<file path="src/rtl/uart_pkg.sv">
// Shared UART types and helpers: parity mode, receiver states, parity and majority functions.
package uart_pkg;

    typedef enum logic [1:0] {
        PARITY_NONE = 2'd0,
        PARITY_EVEN = 2'd1,
        PARITY_ODD  = 2'd2
    } parity_t;

    typedef enum logic [2:0] {
        ST_IDLE,
        ST_START,
        ST_DATA,
        ST_PARITY,
        ST_STOP,
        ST_BREAK
    } rx_state_t;

    // Narrower words are zero-extended by the caller; zeros do not change the XOR.
    function automatic logic parity_calc(input logic [8:0] data, input parity_t mode);
        logic result;
        case (mode)
            PARITY_EVEN: result = ^data;
            PARITY_ODD:  result = ~^data;
            default:     result = 1'b0;
        endcase
        return result;
    endfunction

    function automatic logic majority3(input logic a, input logic b, input logic c);
        return (a & b) | (a & c) | (b & c);
    endfunction

endpackage

</file>
<file path="src/rtl/bit_synchronizer.sv">
// Two-flop synchronizer for a single asynchronous input; latency 2 cycles, no backpressure.
module bit_synchronizer #(
    parameter logic ResetValue = 1'b1
) (
    input  logic clk,
    input  logic rst,
    input  logic async_bit,
    output logic sync_bit
);

    logic meta;

    always_ff @(posedge clk) begin
        if (rst) begin
            meta     <= ResetValue;
            sync_bit <= ResetValue;
        end else begin
            meta     <= async_bit;
            sync_bit <= meta;
        end
    end

endmodule

</file>
<file path="src/rtl/uart_rx.sv">
// UART frame receiver; UART_RX_MAJORITY_EN enables 2-of-3 voting at each sample point (one cycle later).
// Delivers each word as a one-cycle pulse with qualified error flags; no backpressure, consumer must accept.
module uart_rx
    import uart_pkg::*;
#(
    parameter int ClockDivider = 8,
    parameter int DataBits     = 8,
    parameter int StopBits     = 1,
    parameter int Parity       = 0
) (
    input  logic                clk,
    input  logic                rst,
    input  logic                in_bit,
    output logic [DataBits-1:0] data_out,
    output logic                data_out_valid,
    output logic                parity_error,
    output logic                frame_error,
    output logic                busy
);

    localparam int ClockDivBits = $clog2(ClockDivider);
    localparam int MidCount     = (ClockDivider - 1) / 2;
    localparam int IdxBits      = 4;
`ifdef UART_RX_MAJORITY_EN
    localparam int SampleDelay  = 1;
`else
    localparam int SampleDelay  = 0;
`endif
    localparam logic [ClockDivBits-1:0] StartPoint = ClockDivBits'(MidCount + SampleDelay);
    localparam logic [ClockDivBits-1:0] BitPoint   = ClockDivBits'(ClockDivider - 1);
    localparam logic [IdxBits-1:0]      LastIdx    = IdxBits'(DataBits - 1);
    localparam logic                    LastStop   = 1'(StopBits - 1);
    localparam logic [1:0]              ParityCode = Parity[1:0];
    localparam parity_t                 ParityMode = parity_t'(ParityCode);
    localparam logic                    HasParity  = (Parity != 0);

    if (DataBits < 5 || DataBits > 9) begin : g_bad_data_bits
        $error("uart_rx: DataBits must be in [5,9]");
    end
    if (StopBits < 1 || StopBits > 2) begin : g_bad_stop_bits
        $error("uart_rx: StopBits must be 1 or 2");
    end
    if (Parity < 0 || Parity > 2) begin : g_bad_parity
        $error("uart_rx: Parity must be 0, 1 or 2");
    end
    if (ClockDivider < 4) begin : g_bad_divider
        $error("uart_rx: ClockDivider must be >= 4");
    end

    logic                    rx_s;
    logic                    sample_bit;
    logic                    frame_nxt;
    rx_state_t               state;
    logic [ClockDivBits-1:0] cnt;
    logic [IdxBits-1:0]      bit_idx;
    logic                    stop_idx;
    logic [DataBits-1:0]     word;
    logic                    parity_pend;
    logic                    frame_pend;

    bit_synchronizer #(
        .ResetValue (1'b1)
    ) u_sync (
        .clk       (clk),
        .rst       (rst),
        .async_bit (in_bit),
        .sync_bit  (rx_s)
    );

`ifdef UART_RX_MAJORITY_EN
    logic rx_d1;
    logic rx_d2;

    // Sampling one cycle late lets rx_d1 sit at the nominal point, flanked by rx_d2 and rx_s.
    always_ff @(posedge clk) begin
        if (rst) begin
            rx_d1 <= 1'b1;
            rx_d2 <= 1'b1;
        end else begin
            rx_d1 <= rx_s;
            rx_d2 <= rx_d1;
        end
    end
`endif

    always_comb begin
`ifdef UART_RX_MAJORITY_EN
        sample_bit = majority3(rx_s, rx_d1, rx_d2);
`else
        sample_bit = rx_s;
`endif
        frame_nxt = frame_pend | ~sample_bit;
    end

    always_ff @(posedge clk) begin
        if (rst) begin
            state          <= ST_IDLE;
            cnt            <= '0;
            bit_idx        <= '0;
            stop_idx       <= 1'b0;
            word           <= '0;
            parity_pend    <= 1'b0;
            frame_pend     <= 1'b0;
            data_out       <= '0;
            data_out_valid <= 1'b0;
            parity_error   <= 1'b0;
            frame_error    <= 1'b0;
            busy           <= 1'b0;
        end else begin
            data_out_valid <= 1'b0;
            parity_error   <= 1'b0;
            frame_error    <= 1'b0;
            case (state)
                ST_IDLE: begin
                    cnt <= '0;
                    if (!rx_s) begin
                        state       <= ST_START;
                        busy        <= 1'b1;
                        parity_pend <= 1'b0;
                        frame_pend  <= 1'b0;
                    end
                end
                ST_START: begin
                    if (cnt == StartPoint) begin
                        cnt <= '0;
                        if (sample_bit) begin
                            state <= ST_IDLE;
                            busy  <= 1'b0;
                        end else begin
                            state   <= ST_DATA;
                            bit_idx <= '0;
                        end
                    end else begin
                        cnt <= cnt + ClockDivBits'(1);
                    end
                end
                ST_DATA: begin
                    if (cnt == BitPoint) begin
                        cnt     <= '0;
                        word    <= {sample_bit, word[DataBits-1:1]};
                        bit_idx <= bit_idx + IdxBits'(1);
                        if (bit_idx == LastIdx) begin
                            stop_idx <= 1'b0;
                            state    <= HasParity ? ST_PARITY : ST_STOP;
                        end
                    end else begin
                        cnt <= cnt + ClockDivBits'(1);
                    end
                end
                ST_PARITY: begin
                    if (cnt == BitPoint) begin
                        cnt         <= '0;
                        parity_pend <= (sample_bit != parity_calc(9'(word), ParityMode));
                        state       <= ST_STOP;
                    end else begin
                        cnt <= cnt + ClockDivBits'(1);
                    end
                end
                ST_STOP: begin
                    if (cnt == BitPoint) begin
                        cnt <= '0;
                        if (stop_idx == LastStop) begin
                            data_out       <= word;
                            data_out_valid <= 1'b1;
                            parity_error   <= parity_pend;
                            frame_error    <= frame_nxt;
                            // Leave half a bit early so a back-to-back start edge is not missed.
                            if (frame_nxt && !rx_s) begin
                                state <= ST_BREAK;
                            end else begin
                                state <= ST_IDLE;
                                busy  <= 1'b0;
                            end
                        end else begin
                            stop_idx   <= 1'b1;
                            frame_pend <= frame_nxt;
                        end
                    end else begin
                        cnt <= cnt + ClockDivBits'(1);
                    end
                end
                ST_BREAK: begin
                    if (rx_s) begin
                        state <= ST_IDLE;
                        busy  <= 1'b0;
                    end
                end
                default: begin
                    state <= ST_IDLE;
                    busy  <= 1'b0;
                end
            endcase
        end
    end

endmodule

</file>
<file path="config.mk">
export PLATFORM = sky130hd
export DESIGN_NAME = uart_rx
export DESIGN_NICKNAME = d
export VERILOG_FILES = /design/src/rtl/uart_pkg.sv /design/src/rtl/bit_synchronizer.sv /design/src/rtl/uart_rx.sv
export SDC_FILE = /design/constraint.sdc
export NUM_CORES = 1
export LEC_CHECK = 0
export CAP_MARGIN = 10
export CORE_ASPECT_RATIO = 1.1
export CORE_UTILIZATION = 46
export DETAILED_ROUTE_END_ITERATION = 10
export PLACE_DENSITY = 0.67
export REMOVE_ABC_BUFFERS = 1
export SLEW_MARGIN = 0
export SYNTH_ARGS = -nofsm -noshare
export SYNTH_HDL_FRONTEND = slang
export SYNTH_HIERARCHICAL = 1
export SYNTH_SLANG_ARGS = --single-unit
export TNS_END_PERCENT = 100
</file>
<file path="constraint.sdc">
create_clock -name clk -period 2.7 [get_ports clk]
set_input_delay 0.54 -clock clk [delete_from_list [all_inputs] [get_ports clk]]
set_output_delay 0.54 -clock clk [all_outputs]
set_load 0.005 [all_outputs]
</file>
==> results of run 1 <==
kinds of logic after synthesis:
family / after synthesis
AOI/OAI and AO/OA: 45
buffers and inverters: 17
muxes: 3
and+or+nand+nor: 75
adders and majority gates: 6
DFF: 34
cell type report:
class                           count  area [µm²]
Clock buffer                        5       37.54
Clock inverter                      3       40.04
Fill cell                         303        1355
Inverter                            6       22.52
Multi-Input combinational cell    129       774.5
Sequential cell                    34       680.7
Tap cell                           34       42.54
Timing Repair Buffer               15       147.6
per-stage QoR:
step | worst slack, ps | power (mW) | std cells | util, %
after global routing | 841.6 | 0.9435 | 226 | 56.30
after global placement | 1023 | 0.5557 | 218 | 53.79
after floorplan | 1215 | 0.5386 | 169 | -
after detailed placement | 989.6 | 0.5568 | 218 | 53.79
final | 946.1 | 0.9058 | 226 | 56.30
after CTS | 935.2 | 0.9165 | 226 | 56.30
how the worst max path moves through the flow:
| stage | start | endpoint | depth (start not counted) |
|---|---|---|---|
| global placement | rst | parity_error$_SDFF_PP0_ | 4 |
| global route | state[1]$_SDFFE_PP0P_ | bit_idx[3]$_SDFFE_PP0P_ | 4 |
| CTS | busy$_SDFFE_PP0P_ | busy | 1 |
| finish | state[1]$_SDFFE_PP0P_ | bit_idx[3]$_SDFFE_PP0P_ | 4 |
| floorplan | cnt[0]$_SDFFE_PP0P_ | cnt[0]$_SDFFE_PP0P_ | 6 |
| detailed placement | rst | parity_error$_SDFF_PP0_ | 4 |
cells in the final DEF (no fill, tap or decap), drive strengths merged, types with 2 or more instances in the layout:
cell	count
nand2	36
dfxtp	34
a21oi	24
clkdlybuf4s50	14
nor2	8
inv	6
nor2b	6
ha	6
clkbuf	5
nor3	4
o21ai	4
a311oi	4
nand3	4
a211oi	3
a22oi	3
mux2i	3
and2	3
nor3b	3
nand2b	2
nor4	2
a21o	2
clkinv	2
or2	2
metal layers:
layer / track usage (%) / vias to the layer above / routed length, µm
li1: - / 648 / -
met2: 28.38 / 23 / 1313
met4: 6.402 / 0 / 31
met3: 5.590 / 4 / 101
met1: 20.76 / 578 / 1354
met5: 0 / - / 0
power breakdown:
part / total [mW] / internal (mW) / switching, mW
Combinational: 0.0316 / 0.0164 / 0.0151
Clock: 0.360 / 0.192 / 0.169
Sequential: 0.514 / 0.506 / 0.00800
Total: 0.906 / 0.714 / 0.192
sequential cells by signal, summed over array words and instances, names as in the netlist:
register and flops:
busy 1, frame_pend 1, parity_pend 1, bit_idx 4
cnt 3, state 3, frame_error 1, word 8
data_out 8, u_sync/sync_bit 1, parity_error 1, u_sync/meta 1
data_out_valid 1
==> metrics, run 1 <==
htree depth=2; Worst Hold Class=reg -> reg; unrepaired setup endpoints after global routing=false; Cell Rows=21; grt ovf=0; Synth cell types=38; Post-Place Cell Area=1668 µm²; initial antenna violation count=0; Reg clk slew, reported paths=around 100 ps; Wirelength per Cell=roughly 12 µm; nets=200; Max Fclk=570.2 MHz; # IOs=15; mean post-synth cell area=8.501 µm²; Worst-Margin Slew=769.6 ps; Pwr Density=519.0 nW/µm²; asr flop ratio synth=0%; GP Congestion=0.7887; post-route cell area=1745 µm²; cts hold-fix bufs=0; Area Growth Syn to Fin=14.06%; Post-Syn Area=around 1500 µm²; # setup viols final=0; vias in the first global route=1135; Hold Startpoint=u_sync/meta$_SDFF_PP1_; mux cell area share after synthesis=slightly below 2%; Cells after Synth=180; clk buf depth=2; clock tree sinks=34; r2r endpoint=bit_idx[3]$_SDFFE_PP0P_; TritonCTS clock tree=built; LEAKAGE=0.6098 nW; hold-critical path depth=1; Worst Skew=8.159 ps; Crit path largest cell delay=700 ps; synthesized flop and latch total=34; Die W=56.99 µm; failing checks=DRC; Post-Synth Adder-Cell Area=4.906%; hold slack final=428.8 ps; Syn. warnings=6; register area share after synthesis=44.48%; port buffer count=14; Pre-Repair DR Iteration Count=7; CP Cell Sequence=nor3b_4, and2_4, a41oi_1, a311oi_2; via count of the routed design=~1300; post-synthesis compound-gate area fraction=a little under a fifth; post-CTS setup buffers=0; number of routed nets with antenna violations=0; Hold Violations, Final=0; Post-synth EDFFs=0; Hold EP=u_sync/sync_bit$_SDFF_PP1_; crit-path leading delay family=flip-flops; Clk Latency, worst-skew pair=330 ps; final critical-path share of the clock period=about 65%; ys flop type=dfxtp_1; largest cells by area after synthesis=dfxtp_1 (44%), nand2_1 (8.8%), a21oi_1 (7.8%); XOR/XNOR share of the synthesized area=0%; Die Area=3561 µm²; effective utilization at floorplan=49.35%; CP Buf/Inv Count=0; slowest CP cell=dfxtp_1; critical path required time=2940 ps; fin. max-slew vios=0; Critical Path End Type=flip-flop; main combinational cell family by area after synthesis=simple AND/OR/NAND/NOR gates; count leader, synth=nand2_1; largest net degree at the start of global routing=34; Yosys top cell area share=44.48%; DRC=5; worst flop-to-flop path startpoint=state[1]$_SDFFE_PP0P_; status=finished with violations; Setup crit start kind=flip-flop; crit path max fanout=17; top cells by count, synth=nand2_1 (36), dfxtp_1 (34), a21oi_1 (24); Avg Vias per Cell=roughly 5.5; biggest area consumer among synthesized cells=dfxtp_1; DP HPWL=between 1.5 and 2 mm; Max Cap Viol=0; reg-to-reg setup timing slack=~950 ps; Synth Area in Simple Gates=25.18%; slew margin rel.=between 40% and 50%; CTS root buf=clkbuf_4; GRT Overall Usage=about 17%; fraction of layout cells with a size suffix above 1=7.292%; Peak VDD IR=roughly 0.00034 V; crit path time final=1754 ps; reg2reg path depth=4; first-pass GRT wire length=around 4.8 mm; critical setup path kind=reg -> reg; cts bufs inserted=5; setup tns final=0 ps; Post-Route WL=between 2 and 3 mm; Data arrival, critical path=around 2000 ps; Die Ht=about 62 µm; drt first-iter violations=39; Ant. Diodes=0; Core ar.=3100 µm²; post_cts resized=0
Power figures use the tool's default switching activity.
==> inputs of run 2 (changes only) <==
Settings changed: PLACE_DENSITY 0.67 to 0.69.
Clock period 2.7 ns to 1.5 ns, I/O delays scaled along.
==> run 2 against run 1 <==
  * The flow still finishes with violations (DRC)
  * Largest cell class unchanged
  * Via count is 11% higher
  * Utilization is 6.4 points higher
  * Wire length is 17% higher
  * Clock-buffer cell count is 1 higher
==> metrics, run 2 (synthesis gave the netlist of run 1 again) <==
status=finished with violations (unchanged); failing checks=DRC (unchanged); r2r endpoint=bit_idx[1]$_SDFFE_PP0P_ (was bit_idx[3]$_SDFFE_PP0P_); Reg clk slew, reported paths=110 ps (was 100 ps); # setup viols final=0 (unchanged); reg2reg path depth=6 (was 4); Max Cap Viol=0 (unchanged); clock tree sinks=34 (unchanged); DP HPWL=2.257 mm (was 1.886 mm); Critical Path End Type=flip-flop (unchanged); largest net degree at the start of global routing=18 (was 34); reg-to-reg setup timing slack=20 ps (was 950 ps); Cell Rows=21 (unchanged); Hold Violations, Final=0 (unchanged); critical setup path kind=reg -> reg (unchanged); cts hold-fix bufs=0 (unchanged); Pre-Repair DR Iteration Count=7 (unchanged); Die Ht=62.49 µm (unchanged); vias in the first global route=1342 (was 1135); Avg Vias per Cell=5.693 (was 5.544); leading cell type in the layout, fill and taps excluded=nand2_1 (unchanged); number of routed nets with antenna violations=0 (unchanged); fraction of layout cells with a size suffix above 1=23.33% (was 7.292%); Max Fclk=675.4 MHz (was 570.2 MHz); Worst-Margin Slew=464.7 ps (was 769.6 ps); Hold EP=u_sync/sync_bit$_SDFF_PP1_ (unchanged); htree depth=2 (unchanged); CTS root buf=clkbuf_4 (unchanged); Data arrival, critical path=1720 ps (was 2000 ps); unrepaired setup endpoints after global routing=true (was false); initial antenna violation count=0 (unchanged); first-pass GRT wire length=5.575 mm (was 4.781 mm); Setup crit start kind=flip-flop (unchanged); most frequent cells in the layout=nand2_1 (36), dfxtp_1 (24), a21oi_1 (23) (was nand2_1 (36), dfxtp_1 (34), a21oi_1 (24)); grt ovf=0 (unchanged); Pwr Density=798.4 nW/µm² (was 519.0 nW/µm²); clk buf depth=2 (unchanged); Peak VDD IR=0.0006039 V (was 0.0003412 V); nets=218 (was 200); Pwr Total=1.552 mW (was 0.9058 mW); Die W=56.99 µm (unchanged); Worst Slack Setup Final=19.35 ps (was 946.1 ps); effective utilization at floorplan=49.35% (unchanged); fin. max-slew vios=0 (unchanged); crit path max fanout=7 (was 17); DRC=2 (was 5); final critical-path share of the clock period=98.71% (was 64.96%); crit path time final=1481 ps (was 1754 ps); slew margin rel.=68.98% (was 48.62%); cts bufs inserted=5 (unchanged); critical path required time=1740 ps (was 2940 ps); final std cells w/o fill=244 (was 226); TritonCTS clock tree=built (unchanged); Core ar.=3100 µm² (unchanged); setup tns final=0 ps (unchanged); DP Worst Slack=-111.8 ps (was 989.6 ps); drt first-iter violations=47 (was 39); Post-Route WL=3.268 mm (was 2.800 mm); Worst Skew=11.42 ps (was 8.159 ps); Clk Latency, worst-skew pair=330 ps (about the same); Layout fillers=272 (was 303); Hold Startpoint=u_sync/meta$_SDFF_PP1_ (unchanged); Ant. Diodes=0 (unchanged); GRT Overall Usage=19.85% (was 17.24%); hold-critical path depth=1 (unchanged); top flop regs=data_out: 8 flops, word: 8 flops, bit_idx: 4 flops (unchanged); via count of the routed design=1389 (was 1253); # IOs=15 (unchanged); Cells after DPL=235 (was 218); Worst Hold Class=reg -> reg (unchanged); GP Congestion=0.8187 (was 0.7887); port buffer count=14 (unchanged); hold slack final=418.8 ps (was 428.8 ps); Wirelength per Cell=13.39 µm (was 12.39 µm); Area Growth Syn to Fin=27.06% (was 14.06%); Die Area=3561 µm² (unchanged); LEAKAGE=0.7500 nW (was 0.6098 nW); worst flop-to-flop path startpoint=cnt[0]$_SDFFE_PP0P_ (was state[1]$_SDFFE_PP0P_)
==> run 2: changes by cell type in the layout (fill, tap and decap cells not counted), moves of 2 or more <==
cell and change:
buf_4 +17, ha_4 +2, ha_1 -3, dlymetal6s2s_1 +3, clkdlybuf4s50_1 -3, dfxtp_2 +10, dfxtp_1 -10
==> run 2: worst max-delay path by stage <==
stage / startpoint / endpoint / slack, ps / cells after the start
floorplan: cnt[0]$_SDFFE_PP0P_ / cnt[0]$_SDFFE_PP0P_ / 20 / 6
global placement: cnt[0]$_SDFFE_PP0P_ / cnt[0]$_SDFFE_PP0P_ / -10 / 6
detailed placement: cnt[0]$_SDFFE_PP0P_ / bit_idx[1]$_SDFFE_PP0P_ / -110 / 6
CTS: cnt[1]$_SDFFE_PP0P_ / data_out[2]$_SDFFE_PP0P_ / 0.4 / 5
global route: cnt[1]$_SDFFE_PP0P_ / bit_idx[1]$_SDFFE_PP0P_ / -50 / 6
finish: cnt[0]$_SDFFE_PP0P_ / bit_idx[1]$_SDFFE_PP0P_ / 20 / 6
==> run 2: worst max-delay path, cell delays in order (launching register included) <==
cell and delay (ps):
dfxtp_2 370, ha_4 160, ha_2 260, nand3b_1 110, a21o_1 210, a22oi_1 210, nor2_1 60
==> run 2: metrics by stage <==
stage / instance area [µm²] / utilization [%]
floorplan: 1478 / -
global placement: 1808 / 58.31
detailed placement: 1808 / 58.31
CTS: 1903 / 61.38
global route: 1944 / 62.71
finish: 1944 / 62.71
==> run 2: metal layers <==
layer	up-vias	part of all wire, %	track usage [%]	wire length [µm]
met4	0	2.1	8.537	67
met2	48	50	34.85	1627
met5	-	0	0	0
met3	9	4.9	3.934	160
li1	681	-	-	-
met1	651	43	23.07	1413
==> run 2: power by group <==
| group | internal (mW) | switching (mW) | leakage [nW] |
|---|---|---|---|
| Sequential | 0.911 | 0.0121 | 0.280 |
| Combinational | 0.0483 | 0.0371 | 0.436 |
| Clock | 0.225 | 0.318 | 0.0343 |
| Total | 1.18 | 0.368 | 0.750 |
==> run 2: layout make-up <==
type                            count  area [µm²]  share of cell area [%]
Multi-Input combinational cell    129       819.5                   42.15
Clock buffer                        6       51.30                   2.638
Tap cell                           34       42.54                   2.188
Timing Repair Buffer               33       302.8                   15.57
Inverter                            6       22.52                   1.158
Sequential cell                    34       693.2                   35.65
Clock inverter                      2       12.51                  0.6435
==> run 2: what timing repair did <==
item / CTS / global route
resized for setup: 8 / 15
buffers inserted: 0 / 1
pin swaps: 3 / 3
setup endpoints to repair: 29 / 30
==> inputs of run 3 (changes only) <==
Settings changed: CORE_UTILIZATION 46 to 50, PLACE_DENSITY 0.69 to 0.74, SETUP_SLACK_MARGIN from default to 0.15.
==> run 3 against run 2 <==
  * The run ends with setup timing left
  * Worst setup slack worse by 130 ps
  * Non-clock buffer count up 5
  * Register-to-register slack worse by 130 ps
  * Critical path type unchanged
  * Largest cell class unchanged
  * Highest routed layer unchanged
==> metrics, run 3 (synthesis gave the netlist of run 1 again) <==
Worst Slack Setup Final=-114.5 ps (was 19.35 ps); drt first-iter violations=50 (was 47); Cells after DPL=229 (was 235); Internal=1.310 mW (was 1.185 mW); final std cells w/o fill=249 (was 244); nets=224 (was 218); reg2reg path depth=6 (unchanged); # IOs=15 (unchanged); Max Cap Viol=0 (unchanged); DP Worst Slack=-86.60 ps (was -111.8 ps); Core ar.=2828 µm² (was 3100 µm²); GRT Overall Usage=26.21% (was 19.85%); TritonCTS clock tree=built (unchanged); fraction of layout cells with a size suffix above 1=46.76% (was 23.33%); fin. max-slew vios=0 (unchanged); Clk Latency, worst-skew pair=330 ps (about the same); Peak VDD IR=0.0007094 V (was 0.0006039 V); slew margin rel.=70.57% (was 68.98%); hold-critical path depth=1 (unchanged); failing checks=setup timing (was DRC); Post-Route WL=4.576 mm (was 3.268 mm); Ant. Diodes=0 (unchanged); Pre-Repair DR Iteration Count=4 (was 7); post-route cell area=2253 µm² (was 1944 µm²); Worst-Margin Slew=440.9 ps (was 464.7 ps); GP Congestion=0.8037 (was 0.8187); vias in the first global route=1357 (was 1342); top flop regs=data_out: 8 flops, word: 8 flops, bit_idx: 4 flops (unchanged); crit path time final=1614 ps (was 1481 ps); Cell Rows=20 (was 21); port buffer count=14 (unchanged); clock tree sinks=34 (unchanged); Wirelength per Cell=18.38 µm (was 13.39 µm); largest net degree at the start of global routing=21 (was 18); Sw Pwr=0.3836 mW (was 0.3676 mW); clk buf depth=2 (unchanged); Worst Skew=7.250 ps (was 11.42 ps); Area Growth Syn to Fin=47.26% (was 27.06%); Hold Violations, Final=0 (unchanged); critical setup path kind=reg -> reg (unchanged); DRC=0 (was 2); DP HPWL=2.302 mm (was 2.257 mm); effective utilization at floorplan=54.12% (was 49.35%); grt ovf=0 (unchanged); htree depth=2 (unchanged); most frequent cells in the layout=nand2_1 (23), buf_4 (21), dfxtp_1 (19) (was nand2_1 (36), dfxtp_1 (24), a21oi_1 (23)); # setup viols final=3 (was 0); status=finished with violations (unchanged); Avg Vias per Cell=5.968 (was 5.693); initial antenna violation count=0 (unchanged); number of routed nets with antenna violations=0 (unchanged); Die Ht=60.02 µm (was 62.49 µm); cts hold-fix bufs=0 (unchanged); Data arrival, critical path=1850 ps (was 1720 ps); final critical-path share of the clock period=107.6% (was 98.71%); CTS root buf=clkbuf_4 (unchanged); leading cell type in the layout, fill and taps excluded=nand2_1 (unchanged); cts bufs inserted=5 (unchanged); unrepaired setup endpoints after global routing=true (unchanged); via count of the routed design=1486 (was 1389); Comb power frac=6.1% (was 5.5%); Max Fclk=619.4 MHz (was 675.4 MHz); Pwr Density=751.4 nW/µm² (was 798.4 nW/µm²); LEAKAGE=0.8150 nW (was 0.7500 nW); Worst Hold Class=reg -> reg (unchanged); Pwr Total=1.693 mW (was 1.552 mW); Reg power frac=54.4% (was 59.5%); crit path max fanout=8 (was 7); Reg clk slew, reported paths=110 ps (about the same); Die Area=3286 µm² (was 3561 µm²); first-pass GRT wire length=6.099 mm (was 5.575 mm); Die W=54.75 µm (was 56.99 µm); Layout fillers=185 (was 272); clock power share=39.5% (was 35.0%); Net Sw Frac=22.65% (was 23.68%); critical path required time=1740 ps (about the same); Critical Path End Type=flip-flop (unchanged); Post-Place Cell Area=1769 µm² (was 1808 µm²); Setup crit start kind=flip-flop (unchanged)
## run 3: path summary, 6_finish.rpt
| path | start | end | slack [ps] |
|---|---|---|---|
| hold reg to reg | u_sync/meta$_SDFF_PP1_ | u_sync/sync_bit$_SDFF_PP1_ | 430 |
| hold / removal | u_sync/meta$_SDFF_PP1_ | u_sync/sync_bit$_SDFF_PP1_ | 430 |
| setup / recovery | cnt[0]$_SDFFE_PP0P_ | state[0]$_SDFFE_PP0P_ | -110 |
| setup reg to reg | cnt[0]$_SDFFE_PP0P_ | state[0]$_SDFFE_PP0P_ | -110 |
## run 3: metal layers
layer | wire [µm] | up-vias | track usage, %
li1 | - | 694 | -
met1 | 1846 | 725 | 30.08
met2 | 2374 | 51 | 43.03
met3 | 208 | 16 | 6.870
met4 | 147 | 0 | 14.29
met5 | 0 | - | 0
## run 3: layout make-up
| type | instances | area, µm² | share of cell area [%] |
|---|---|---|---|
| Sequential cell | 34 | 706.9 | 31.37 |
| Inverter | 6 | 22.52 | 0.9994 |
| Multi-Input combinational cell | 130 | 1082 | 48.03 |
| Tap cell | 33 | 41.29 | 1.832 |
| Clock inverter | 1 | 30.03 | 1.333 |
| Clock buffer | 7 | 45.04 | 1.999 |
| Timing Repair Buffer | 38 | 325.3 | 14.44 |
## run 3: critical path, stage by stage (launching register included)
cell	delay [ps]
dfxtp_2	370
ha_4	180
ha_4	190
inv_1	70
a211oi_1	310
nor2_1	130
a211oi_2	270
## run 3: power by group through the flow
stage / registers, mW / logic [mW] / clock network (mW)
floorplan: 0.942 / 0.0272 / 0
global placement: 0.942 / 0.0689 / 0
detailed placement: 0.943 / 0.0706 / 0
CTS: 0.921 / 0.0822 / 0.669
global route: 0.922 / 0.111 / 0.711
finish: 0.921 / 0.104 / 0.668
## run 3: timing repair
action / CTS / global route
endpoints found under the setup margin: 42 / 30
pin swaps: 8 / 28
gates resized for setup: 41 / 58
setup buffers: 3 / 8
gates cloned: 0 / 1
## run 3: per-stage QoR
stage / hold WS, ps / utilization [%] / setup TNS, ps
2_1_floorplan: 367.9 / - / 0
3_3_place_gp: 390.8 / 62.57 / -64.39
3_5_place_dp: 404.6 / 62.57 / -333.7
4_1_cts: 430.4 / 69.25 / 0
5_1_grt: 435.9 / 79.69 / -506.6
6_report: 427.3 / 79.69 / -144.5
